## config.mk

```make
export PLATFORM = sky130hd
export DESIGN_NAME = mt_ctrl_fsm
export DESIGN_NICKNAME = d
export VERILOG_FILES = /design/src/rtl/mt_ctrl_fsm_pkg.sv /design/src/rtl/mt_op_decode.sv /design/src/rtl/mt_ctrl_fsm.sv
export SDC_FILE = /design/constraint.sdc
export NUM_CORES = 1
export LEC_CHECK = 0
export ABC_AREA = 0
export BUFFER_PORTS_ARGS = -buffer_cell sky130_fd_sc_hd__buf_2
export CAP_MARGIN = 0
export CORE_MARGIN = 10
export CORE_UTILIZATION = 40
export CTS_BUF_LIST = sky130_fd_sc_hd__clkbuf_8
export DETAILED_ROUTE_END_ITERATION = 10
export PLACE_DENSITY = 0.74
export SYNTH_ARGS = -nofsm -noshare
export SYNTH_HDL_FRONTEND = slang
export SYNTH_SLANG_ARGS = --single-unit
```

## constraint.sdc

```tcl
create_clock -name clk -period 2.1 [get_ports clk]
set_clock_uncertainty 0.15 [all_clocks]
set_input_delay 0.42 -clock clk [delete_from_list [all_inputs] [get_ports clk]]
set_output_delay 0.42 -clock clk [all_outputs]
set_load 0.01 [all_outputs]
```

## src/rtl/mt_ctrl_fsm_pkg.sv

```systemverilog
// Shared constants and decode types for the multi-cycle CPU control sequencer.
package mt_ctrl_fsm_pkg;

  localparam int unsigned ST_W    = 5;
  localparam int unsigned ALUOP_W = 3;
  localparam int unsigned OPC_W   = 6;

  localparam logic [ST_W-1:0] S_IDLE   = 5'd0;
  localparam logic [ST_W-1:0] S_IF     = 5'd1;
  localparam logic [ST_W-1:0] S_ID     = 5'd2;
  localparam logic [ST_W-1:0] S_EX_R   = 5'd3;
  localparam logic [ST_W-1:0] S_WB_R   = 5'd4;
  localparam logic [ST_W-1:0] S_EX_I   = 5'd5;
  localparam logic [ST_W-1:0] S_WB_I   = 5'd6;
  localparam logic [ST_W-1:0] S_EX_MA  = 5'd7;
  localparam logic [ST_W-1:0] S_MEM_RD = 5'd8;
  localparam logic [ST_W-1:0] S_WB_MEM = 5'd9;
  localparam logic [ST_W-1:0] S_MEM_WR = 5'd10;
  localparam logic [ST_W-1:0] S_BRANCH = 5'd11;
  localparam logic [ST_W-1:0] S_JUMP   = 5'd12;
  localparam logic [ST_W-1:0] S_ERR    = 5'd13;

  localparam logic [OPC_W-1:0] OP_RTYPE = 6'b000000;
  localparam logic [OPC_W-1:0] OP_LW    = 6'b100011;
  localparam logic [OPC_W-1:0] OP_SW    = 6'b101011;
  localparam logic [OPC_W-1:0] OP_BEQ   = 6'b000100;
  localparam logic [OPC_W-1:0] OP_BNE   = 6'b000101;
  localparam logic [OPC_W-1:0] OP_J     = 6'b000010;
  localparam logic [OPC_W-1:0] OP_ADDI  = 6'b001000;
  localparam logic [OPC_W-1:0] OP_ANDI  = 6'b001100;
  localparam logic [OPC_W-1:0] OP_ORI   = 6'b001101;
  localparam logic [OPC_W-1:0] OP_SLTI  = 6'b001010;

  localparam logic [ALUOP_W-1:0] ALU_ADD   = 3'b000;
  localparam logic [ALUOP_W-1:0] ALU_SUB   = 3'b001;
  localparam logic [ALUOP_W-1:0] ALU_FUNCT = 3'b010;
  localparam logic [ALUOP_W-1:0] ALU_AND   = 3'b011;
  localparam logic [ALUOP_W-1:0] ALU_OR    = 3'b100;
  localparam logic [ALUOP_W-1:0] ALU_SLT   = 3'b101;

  localparam logic [1:0] SRCB_B     = 2'b00;
  localparam logic [1:0] SRCB_4     = 2'b01;
  localparam logic [1:0] SRCB_SEXT  = 2'b10;
  localparam logic [1:0] SRCB_SHIFT = 2'b11;

  localparam logic [1:0] PCSRC_ALU    = 2'b00;
  localparam logic [1:0] PCSRC_ALUOUT = 2'b01;
  localparam logic [1:0] PCSRC_JUMP   = 2'b10;

  typedef enum logic [2:0] {
    CLS_R, CLS_LD, CLS_ST, CLS_BEQ, CLS_BNE, CLS_J, CLS_I, CLS_ILL
  } op_class_e;

  typedef struct packed {
    op_class_e            cls;
    logic                 imm_zext;
    logic [ALUOP_W-1:0]   alu_op;
  } op_dec_t;

endpackage

```

## src/rtl/mt_op_decode.sv

```systemverilog
// Opcode classifier: instruction class plus immediate-extension and ALU op for I-type ALU instructions.
module mt_op_decode
  import mt_ctrl_fsm_pkg::*;
(
  input  logic [OPC_W-1:0] opcode,
  output op_dec_t          dec
);

  always_comb begin
    dec.cls      = CLS_ILL;
    dec.imm_zext = 1'b0;
    dec.alu_op   = ALU_ADD;
    case (opcode)
      OP_RTYPE: dec.cls = CLS_R;
      OP_LW:    dec.cls = CLS_LD;
      OP_SW:    dec.cls = CLS_ST;
      OP_BEQ:   dec.cls = CLS_BEQ;
      OP_BNE:   dec.cls = CLS_BNE;
      OP_J:     dec.cls = CLS_J;
      OP_ADDI:  dec.cls = CLS_I;
      OP_ANDI: begin
        dec.cls      = CLS_I;
        dec.imm_zext = 1'b1;
        dec.alu_op   = ALU_AND;
      end
      OP_ORI: begin
        dec.cls      = CLS_I;
        dec.imm_zext = 1'b1;
        dec.alu_op   = ALU_OR;
      end
      OP_SLTI: begin
        dec.cls    = CLS_I;
        dec.alu_op = ALU_SLT;
      end
      default: ;
    endcase
  end

endmodule

```

## src/rtl/mt_ctrl_fsm.sv

```systemverilog
// Multi-cycle CPU control sequencer: IF/ID/EX/MEM/WB FSM with memory stalls,
// run/single-step control and a sticky illegal-opcode halt.
module mt_ctrl_fsm
  import mt_ctrl_fsm_pkg::*;
(
  input  logic               clk,
  input  logic               rst,
  input  logic [OPC_W-1:0]   opcode,
  input  logic               zero,
  input  logic               mem_ready,
  input  logic               run,
  input  logic               step,
  output logic               pc_write,
  output logic               i_or_d,
  output logic               mem_read,
  output logic               mem_write,
  output logic               ir_write,
  output logic               reg_dst,
  output logic               mem_to_reg,
  output logic               reg_write,
  output logic               alu_src_a,
  output logic [1:0]         alu_src_b,
  output logic               imm_zext,
  output logic [ALUOP_W-1:0] alu_op,
  output logic [1:0]         pc_source,
  output logic               instr_done,
  output logic               err,
  output logic [ST_W-1:0]    state_o
);

  logic [ST_W-1:0] state;
  logic [ST_W-1:0] state_nx;
  logic [ST_W-1:0] done_st;
  logic            err_q;
  op_dec_t         dec;

  mt_op_decode u_dec (
    .opcode (opcode),
    .dec    (dec)
  );

  // Where a finished instruction goes: keep fetching in run mode, otherwise park.
  assign done_st = run ? S_IF : S_IDLE;

  always_ff @(posedge clk or negedge rst) begin
    if (!rst) begin
      state <= S_IDLE;
    end else begin
      state <= state_nx;
    end
  end

  // Sticky flag aligned with entry into the halt state.
  always_ff @(posedge clk or negedge rst) begin
    if (!rst) begin
      err_q <= 1'b0;
    end else if (state_nx == S_ERR) begin
      err_q <= 1'b1;
    end
  end

  always_comb begin
    state_nx   = state;
    pc_write   = 1'b0;
    i_or_d     = 1'b0;
    mem_read   = 1'b0;
    mem_write  = 1'b0;
    ir_write   = 1'b0;
    reg_dst    = 1'b0;
    mem_to_reg = 1'b0;
    reg_write  = 1'b0;
    alu_src_a  = 1'b0;
    alu_src_b  = SRCB_B;
    imm_zext   = 1'b0;
    alu_op     = ALU_ADD;
    pc_source  = PCSRC_ALU;
    instr_done = 1'b0;
    case (state)
      S_IDLE: begin
        if (run || step) state_nx = S_IF;
      end
      S_IF: begin
        mem_read  = 1'b1;
        alu_src_b = SRCB_4;
        pc_source = PCSRC_ALU;
        ir_write  = mem_ready;
        pc_write  = mem_ready;
        if (mem_ready) state_nx = S_ID;
      end
      S_ID: begin
        alu_src_b = SRCB_SHIFT;
        case (dec.cls)
          CLS_R:            state_nx = S_EX_R;
          CLS_LD, CLS_ST:   state_nx = S_EX_MA;
          CLS_BEQ, CLS_BNE: state_nx = S_BRANCH;
          CLS_J:            state_nx = S_JUMP;
          CLS_I:            state_nx = S_EX_I;
          default:          state_nx = S_ERR;
        endcase
      end
      S_EX_R: begin
        alu_src_a = 1'b1;
        alu_op    = ALU_FUNCT;
        state_nx  = S_WB_R;
      end
      S_WB_R: begin
        reg_dst    = 1'b1;
        reg_write  = 1'b1;
        instr_done = 1'b1;
        state_nx   = done_st;
      end
      S_EX_I: begin
        alu_src_a = 1'b1;
        alu_src_b = SRCB_SEXT;
        imm_zext  = dec.imm_zext;
        alu_op    = dec.alu_op;
        state_nx  = S_WB_I;
      end
      S_WB_I: begin
        reg_write  = 1'b1;
        instr_done = 1'b1;
        state_nx   = done_st;
      end
      S_EX_MA: begin
        alu_src_a = 1'b1;
        alu_src_b = SRCB_SEXT;
        state_nx  = (dec.cls == CLS_LD) ? S_MEM_RD : S_MEM_WR;
      end
      S_MEM_RD: begin
        mem_read = 1'b1;
        i_or_d   = 1'b1;
        if (mem_ready) state_nx = S_WB_MEM;
      end
      S_WB_MEM: begin
        mem_to_reg = 1'b1;
        reg_write  = 1'b1;
        instr_done = 1'b1;
        state_nx   = done_st;
      end
      S_MEM_WR: begin
        mem_write = 1'b1;
        i_or_d    = 1'b1;
        if (mem_ready) begin
          instr_done = 1'b1;
          state_nx   = done_st;
        end
      end
      S_BRANCH: begin
        alu_src_a  = 1'b1;
        alu_op     = ALU_SUB;
        pc_source  = PCSRC_ALUOUT;
        pc_write   = (dec.cls == CLS_BNE) ? ~zero : zero;
        instr_done = 1'b1;
        state_nx   = done_st;
      end
      S_JUMP: begin
        pc_write   = 1'b1;
        pc_source  = PCSRC_JUMP;
        instr_done = 1'b1;
        state_nx   = done_st;
      end
      S_ERR: state_nx = S_ERR;
      default: state_nx = S_IDLE;
    endcase
  end

  assign err     = err_q;
  assign state_o = state;

endmodule

```

; Word level (Yosys, flattened, before mapping)
; Index checks and enable logic that the tools add are counted.
[classes]
muxes = 27
eq_ne = 29
bitwise = 1
n_reduce_logical = 14
[op_table]
columns = op, n
row1 = case mux 5 bit (10 select lines), 1
row2 = "equality test 5 x 4 -> 1 bit, second input constant", 7
row3 = "equality test 6 x 4 -> 1 bit, second input constant", 4
row4 = case mux 3 bit (7 select lines), 1
row5 = "equality test 5 x 3 -> 1 bit, second input constant", 4
row6 = 2-to-1 mux 5 bit, 4
row7 = case mux 4 bit (5 select lines), 1
row8 = case mux 3 bit (3 select lines), 2
row9 = 2-to-1 mux 1 bit, 13
row10 = "equality test 6 x 3 -> 1 bit, second input constant", 2
row11 = "equality test 6 bit, second input constant", 2
row12 = OR reduction 2 bit, 6
row13 = "equality test 5 x 2 -> 1 bit, second input constant", 2
row14 = "equality test 3 bit, second input constant", 3
row15 = OR reduction 4 bit, 2
row16 = "equality test 3 x 2 -> 1 bit, second input constant", 2
row17 = "equality test 6 x 2 -> 1 bit, second input constant", 1
row18 = zero test 6 bit, 1
row19 = case mux 2 bit (3 select lines), 1
row20 = "equality test 5 x 1 -> 1 bit, second input constant", 1
row21 = zero test 5 bit, 1
row22 = OR reduction 5 bit, 1
row23 = case mux 2 bit (2 select lines), 1
row24 = "equality test 3 x 1 -> 1 bit, second input constant", 1
row25 = other kinds (7), 7
[word_totals]
wordCells = 73
out_inout_bits = 24
regBits = 6
in_bits = 12

; Logic depth before layout (Yosys ltp)
[depth]
word_depth = 8
ltp_mapped = 6
depth_no_buf = 5

; Cells and area by module
; Synthesis repeated with hierarchy kept, for this count alone.
[hier_totals]
hier_cells = 127
hier_area_um2 = 872.1
[modules_own_cells]
columns = mod, cells_each, area_each_um2, n_inst
row1 = mt_ctrl_fsm, 99, 713.2, 1
row2 = mt_op_decode, 28, 158.9, 1

; Least setup slack after synthesis
; Ideal clock, no wire load.
[synth_timing]
kind = register to output
startpoint = register state[1], in the netlist state_o[1]
endpoint = output alu_op[0]
arrival_ns = 1.389
path_slack_ns = 0.141
stages_incl_launch_ff = 5
t_required_ns = 1.530
path_cell_list = dfrtp_1 -> nand2b_1 -> nor4_1 -> nand2b_1 -> o31ai_1
[synth_between]
elab_chain_len = 2
elab_cells_between_ends = 4
cone_classes = 3 x eq/ne / 1 x mux
[synth_rtl]
columns = item, line_no
row1 = "start, declared", mt_ctrl_fsm.sv:31  ; logic [ST_W-1:0] state;
row2 = "start signal, assigned", mt_ctrl_fsm.sv:49  ; state <= state_nx;
row3 = "equality test 5 x 4 -> 1 bit, or another cell as far along", mt_ctrl_fsm.sv:78  ; case (state)
row4 = case mux 3 bit (3 select lines) *, mt_ctrl_fsm.sv:78
row5 = "end, declared", mt_ctrl_fsm.sv:24  ; output logic [ALUOP_W-1:0] alu_op,
; Every way passes the cells marked *; elsewhere a longest branch is shown, timed or not.

; Worst setup path in the final report
[layout_timing]
startpoint = register state[4], in the netlist state_o[4]
endpoint = output mem_write
[layout_between]
elab_chain_len = 2
[layout_rtl]
columns = item, line_no
row1 = equality test 5 x 4 -> 1 bit, mt_ctrl_fsm.sv:78
row2 = 2-to-1 mux 1 bit, mt_ctrl_fsm.sv:78
row3 = "end, declared", mt_ctrl_fsm.sv:16  ; output logic mem_write,
; No other way between the ends.

==> run_summary.xml <==
<?xml version="1.0" encoding="UTF-8"?>
<metrics>
  <group name="placed_design">
    <metric name="routability_congestion_estimate" unit="">0.9327</metric>
    <metric name="placement.io_buffers" unit="">35</metric>
    <metric name="place_worst_setup_slack" unit="ps">-6.857</metric>
    <metric name="dpl.hpwl" unit="mm">2.104</metric>
  </group>
  <group name="floorplanning">
    <metric name="die-height" unit="um">64.60</metric>
    <metric name="core" unit="um^2">1922</metric>
    <metric name="placement_rows" unit="">16</metric>
    <metric name="ios" unit="">36</metric>
    <metric name="die_w" unit="um">64.60</metric>
    <metric name="design.die.area" unit="um^2">4173</metric>
    <metric name="initial_core_util" unit="">0.4141</metric>
  </group>
  <group name="power_and_ir_drop">
    <metric name="power_density" unit="nW/um^2">466.0</metric>
    <metric name="finalPower" unit="W">0.0005825</metric>
    <metric name="power.static_leakage" unit="nW">0.5955</metric>
    <metric name="vdd_drop_max" unit="uV">409.8</metric>
  </group>
  <group name="synthesis">
    <metric name="synth_largest_area_cell" unit="">sky130_fd_sc_hd__dfrtp_1</metric>
    <metric name="synth.lib_cells_used.distinct" unit="">42</metric>
    <metric name="register_area_share_after_synthesis" unit="">0.1887</metric>
    <metric name="yosys_warnings" unit="">0</metric>
    <metric name="synth.top_cells.by_area" unit="">sky130_fd_sc_hd__dfrtp_1, sky130_fd_sc_hd__nand2b_1, sky130_fd_sc_hd__nor2b_1</metric>
    <metric name="synth_top_cell_area_share" unit="">0.1887</metric>
    <metric name="synth_seq_cells" unit="">6</metric>
    <metric name="post_synth_instance_area" unit="um^2">795.8</metric>
    <metric name="post_synth_net_total" unit="">124</metric>
    <metric name="synth_enable_flop_cells" unit="">0</metric>
    <metric name="post_synth_inst_count" unit="">112</metric>
    <metric name="avgSynthCellArea" unit="um^2">7.105</metric>
    <metric name="ys_dominant_reg_cell" unit="">sky130_fd_sc_hd__dfrtp_1</metric>
    <metric name="async_flop_share" unit="">1.000</metric>
  </group>
  <group name="sta">
    <metric name="setup-violations-final" unit="">0</metric>
    <metric name="hold_violations" unit="">0</metric>
    <metric name="fmax" unit="GHz">0.4772</metric>
    <metric name="final_critical_path_time_including_i_o_delays_and_setup" unit="ps">2095</metric>
    <metric name="setup_slack" unit="ps">4.607</metric>
    <metric name="grt_setup_unrepaired" unit="">true</metric>
    <metric name="layout_worst_path_cycle_share" unit="">0.9978</metric>
    <metric name="final_max_slew_viol_count" unit="">0</metric>
  </group>
  <group name="clock_tree">
    <metric name="number_of_levels_in_the_clock_h_tree" unit="">1</metric>
    <metric name="numClockSinks" unit="">6</metric>
    <metric name="cts_inserted_buffers" unit="">3</metric>
    <metric name="clk_root_buffer_cell" unit="">sky130_fd_sc_hd__clkbuf_8</metric>
    <metric name="ctsLongestPathBuffers" unit="">2</metric>
    <metric name="tritoncts" unit="">yes</metric>
    <metric name="clk_pin_slew" unit="ps">40</metric>
    <metric name="clock_insertion_delay_worst_skew" unit="ps">220</metric>
  </group>
  <group name="drt">
    <metric name="first_pass_iters" unit="">4</metric>
    <metric name="routed_wl" unit="mm">2.569</metric>
    <metric name="viasPerCell" unit="">5.460</metric>
    <metric name="dr_wl_met3" unit="um">177</metric>
    <metric name="final_routed_wire_length_divided_by_cell_count" unit="um">13.59</metric>
    <metric name="route.met2.wl" unit="mm">1.339</metric>
    <metric name="drt_drc_violations_left" unit="">0</metric>
    <metric name="route.layer.met1.wl" unit="mm">1.028</metric>
    <metric name="via_count" unit="">1032</metric>
    <metric name="highest-signal-layer" unit="">met4</metric>
    <metric name="dr.first_iter.drc_count" unit="">32</metric>
    <metric name="route.antenna.remaining_nets" unit="">0</metric>
  </group>
  <group name="job">
    <metric name="maxCapViolCount" unit="">0</metric>
  </group>
  <group name="critical_path">
    <metric name="worst-setup-path-type" unit="">register to primary output</metric>
    <metric name="cp_max_fo" unit="">8</metric>
    <metric name="critical_path.reg2reg.endpoint" unit="">err</metric>
    <metric name="worst_r2r_path_depth" unit="">6</metric>
    <metric name="cp-endpoint" unit="">mem_write</metric>
    <metric name="reg2reg_from" unit="">state_o[4]</metric>
    <metric name="worst_setup_path_startpoint" unit="">state_o[4]</metric>
    <metric name="critPathCaptureType" unit="">primary output</metric>
    <metric name="ff2ff_setup_slack" unit="ps">210</metric>
    <metric name="cp_data_arrival_time" unit="ps">1530</metric>
    <metric name="required_time_of_the_worst_setup_path" unit="ps">1530</metric>
    <metric name="timing.critical_path.from_type" unit="">register</metric>
  </group>
  <group name="outcome">
    <metric name="result_of_the_run" unit="">finished clean</metric>
  </group>
  <group name="finish">
    <metric name="nFillCells" unit="">176</metric>
    <metric name="insertedDiodeCount" unit="">0</metric>
    <metric name="areaGrowthSynthToFinish" unit="%">57.08</metric>
    <metric name="layout.nets" unit="">176</metric>
    <metric name="mostFrequentLayoutCells" unit="">sky130_fd_sc_hd__buf_2, sky130_fd_sc_hd__buf_4, sky130_fd_sc_hd__nand2_1, sky130_fd_sc_hd__nor2_1, sky130_fd_sc_hd__inv_1</metric>
    <metric name="mostFrequentLayoutCell" unit="">sky130_fd_sc_hd__buf_2</metric>
    <metric name="drive_gt1_frac" unit="">0.5062</metric>
  </group>
  <group name="global_route">
    <metric name="antenna_found_initial" unit="">0</metric>
    <metric name="grt_overflow" unit="">0</metric>
    <metric name="wire_length_of_the_first_global_routing_pass" unit="mm">4.036</metric>
    <metric name="first_global_vias" unit="">943</metric>
    <metric name="grt_max_degree" unit="">16</metric>
    <metric name="global_route.usage.total" unit="">0.1142</metric>
  </group>
  <group name="min_path">
    <metric name="hold_path_class" unit="">register to register</metric>
  </group>
</metrics>
==> cells in the mapped netlist (all sizes together) (3+ instances only) <==
cell and count:
nor2 10, nand2b 9, buf 5, nor2b 7
nor3 7, inv 8, a31oi 3, dfrtp 6
nor4 4, nand3 5, a21oi 5, nand2 9
==> routing by layer <==
metal | track usage | up-vias
li1 | - | 500
met1 | 0.1240 | 495
met2 | 0.2020 | 33
met3 | 0.02749 | 4
met4 | 0.05615 | 0
met5 | 0 | -
==> cell families (layout without fill, tap and decap cells) <==
kind of cell | after synthesis | in the layout | share of synthesized area
buffers and inverters | 15 | 65 | 0.09434
XOR/XNOR | 3 | 3 | 0.03302
flip-flops | 6 | 6 | 0.1887
other | 1 | 1 | 0.004712
AND/OR/NAND/NOR | 64 | 64 | 0.4717
AO/OA/AOI/OAI | 23 | 23 | 0.2076
==> worst min path at each step <==
stage	start	endpoint	slack, ps	depth (start not counted)
final	err	err	310	2
after global routing	err	err	340	2
after CTS	err	err	320	2
after detailed placement	rst	state_o[0]	100	1
after global placement	rst	state_o[4]	90	1
after floorplan	rst	err	-30	0
==> sequential cells by signal, indices dropped and copies added (netlist names) <==
name     flops
state_o      5
err          1
==> worst max-delay path, stage by stage, from the launching register on <==
cell                      delay [ps]
sky130_fd_sc_hd__dfrtp_1         410
sky130_fd_sc_hd__buf_4           180
sky130_fd_sc_hd__or3b_4          440
sky130_fd_sc_hd__nor3_2          120
sky130_fd_sc_hd__buf_2           150
==> through the flow <==
| stage | util | hold WS [ps] | instances | setup TNS, ps | cell area, um^2 |
|---|---|---|---|---|---|
| 4_1_cts | 0.6100 | 320.4 | 186 | 0 | 1172 |
| 5_1_grt | 0.6504 | 342.2 | 189 | -212.8 | 1250 |
| 3_3_place_gp | 0.5579 | 93.90 | 182 | 0 | 1072 |
| 3_5_place_dp | 0.5579 | 97.99 | 182 | -6.857 | 1072 |
| 2_1_floorplan | - | -25.59 | 112 | 0 | 795.8 |
| 6_report | 0.6504 | 312.1 | 189 | 0 | 1250 |
==> timing repair <==
| item | CTS | global route |
|---|---|---|
| resized for setup | 10 | 17 |
| hold endpoints to repair | 6 | 0 |
| setup buffers | 0 | 3 |
| pin swaps | 2 | 2 |
| endpoints found under the setup margin | 5 | 12 |
| hold buffers | 1 | 0 |
==> final cells by class <==
type                       instances  area, um^2  area share
tap                               27       33.78     0.02703
inverter                           8       30.03     0.02402
sequential                         6       151.4      0.1211
clock buffer                       3       41.29     0.03303
multi-input combinational         91       665.6      0.5325
timing repair buffer              54       327.8      0.2623
==> report_power, final <==
group / switching, W / internal [W]
Sequential: 0.0000102 / 0.000126
Clock: 0.0000473 / 0.000123
Combinational: 0.000150 / 0.000126
(Power assumes the default switching activity.)
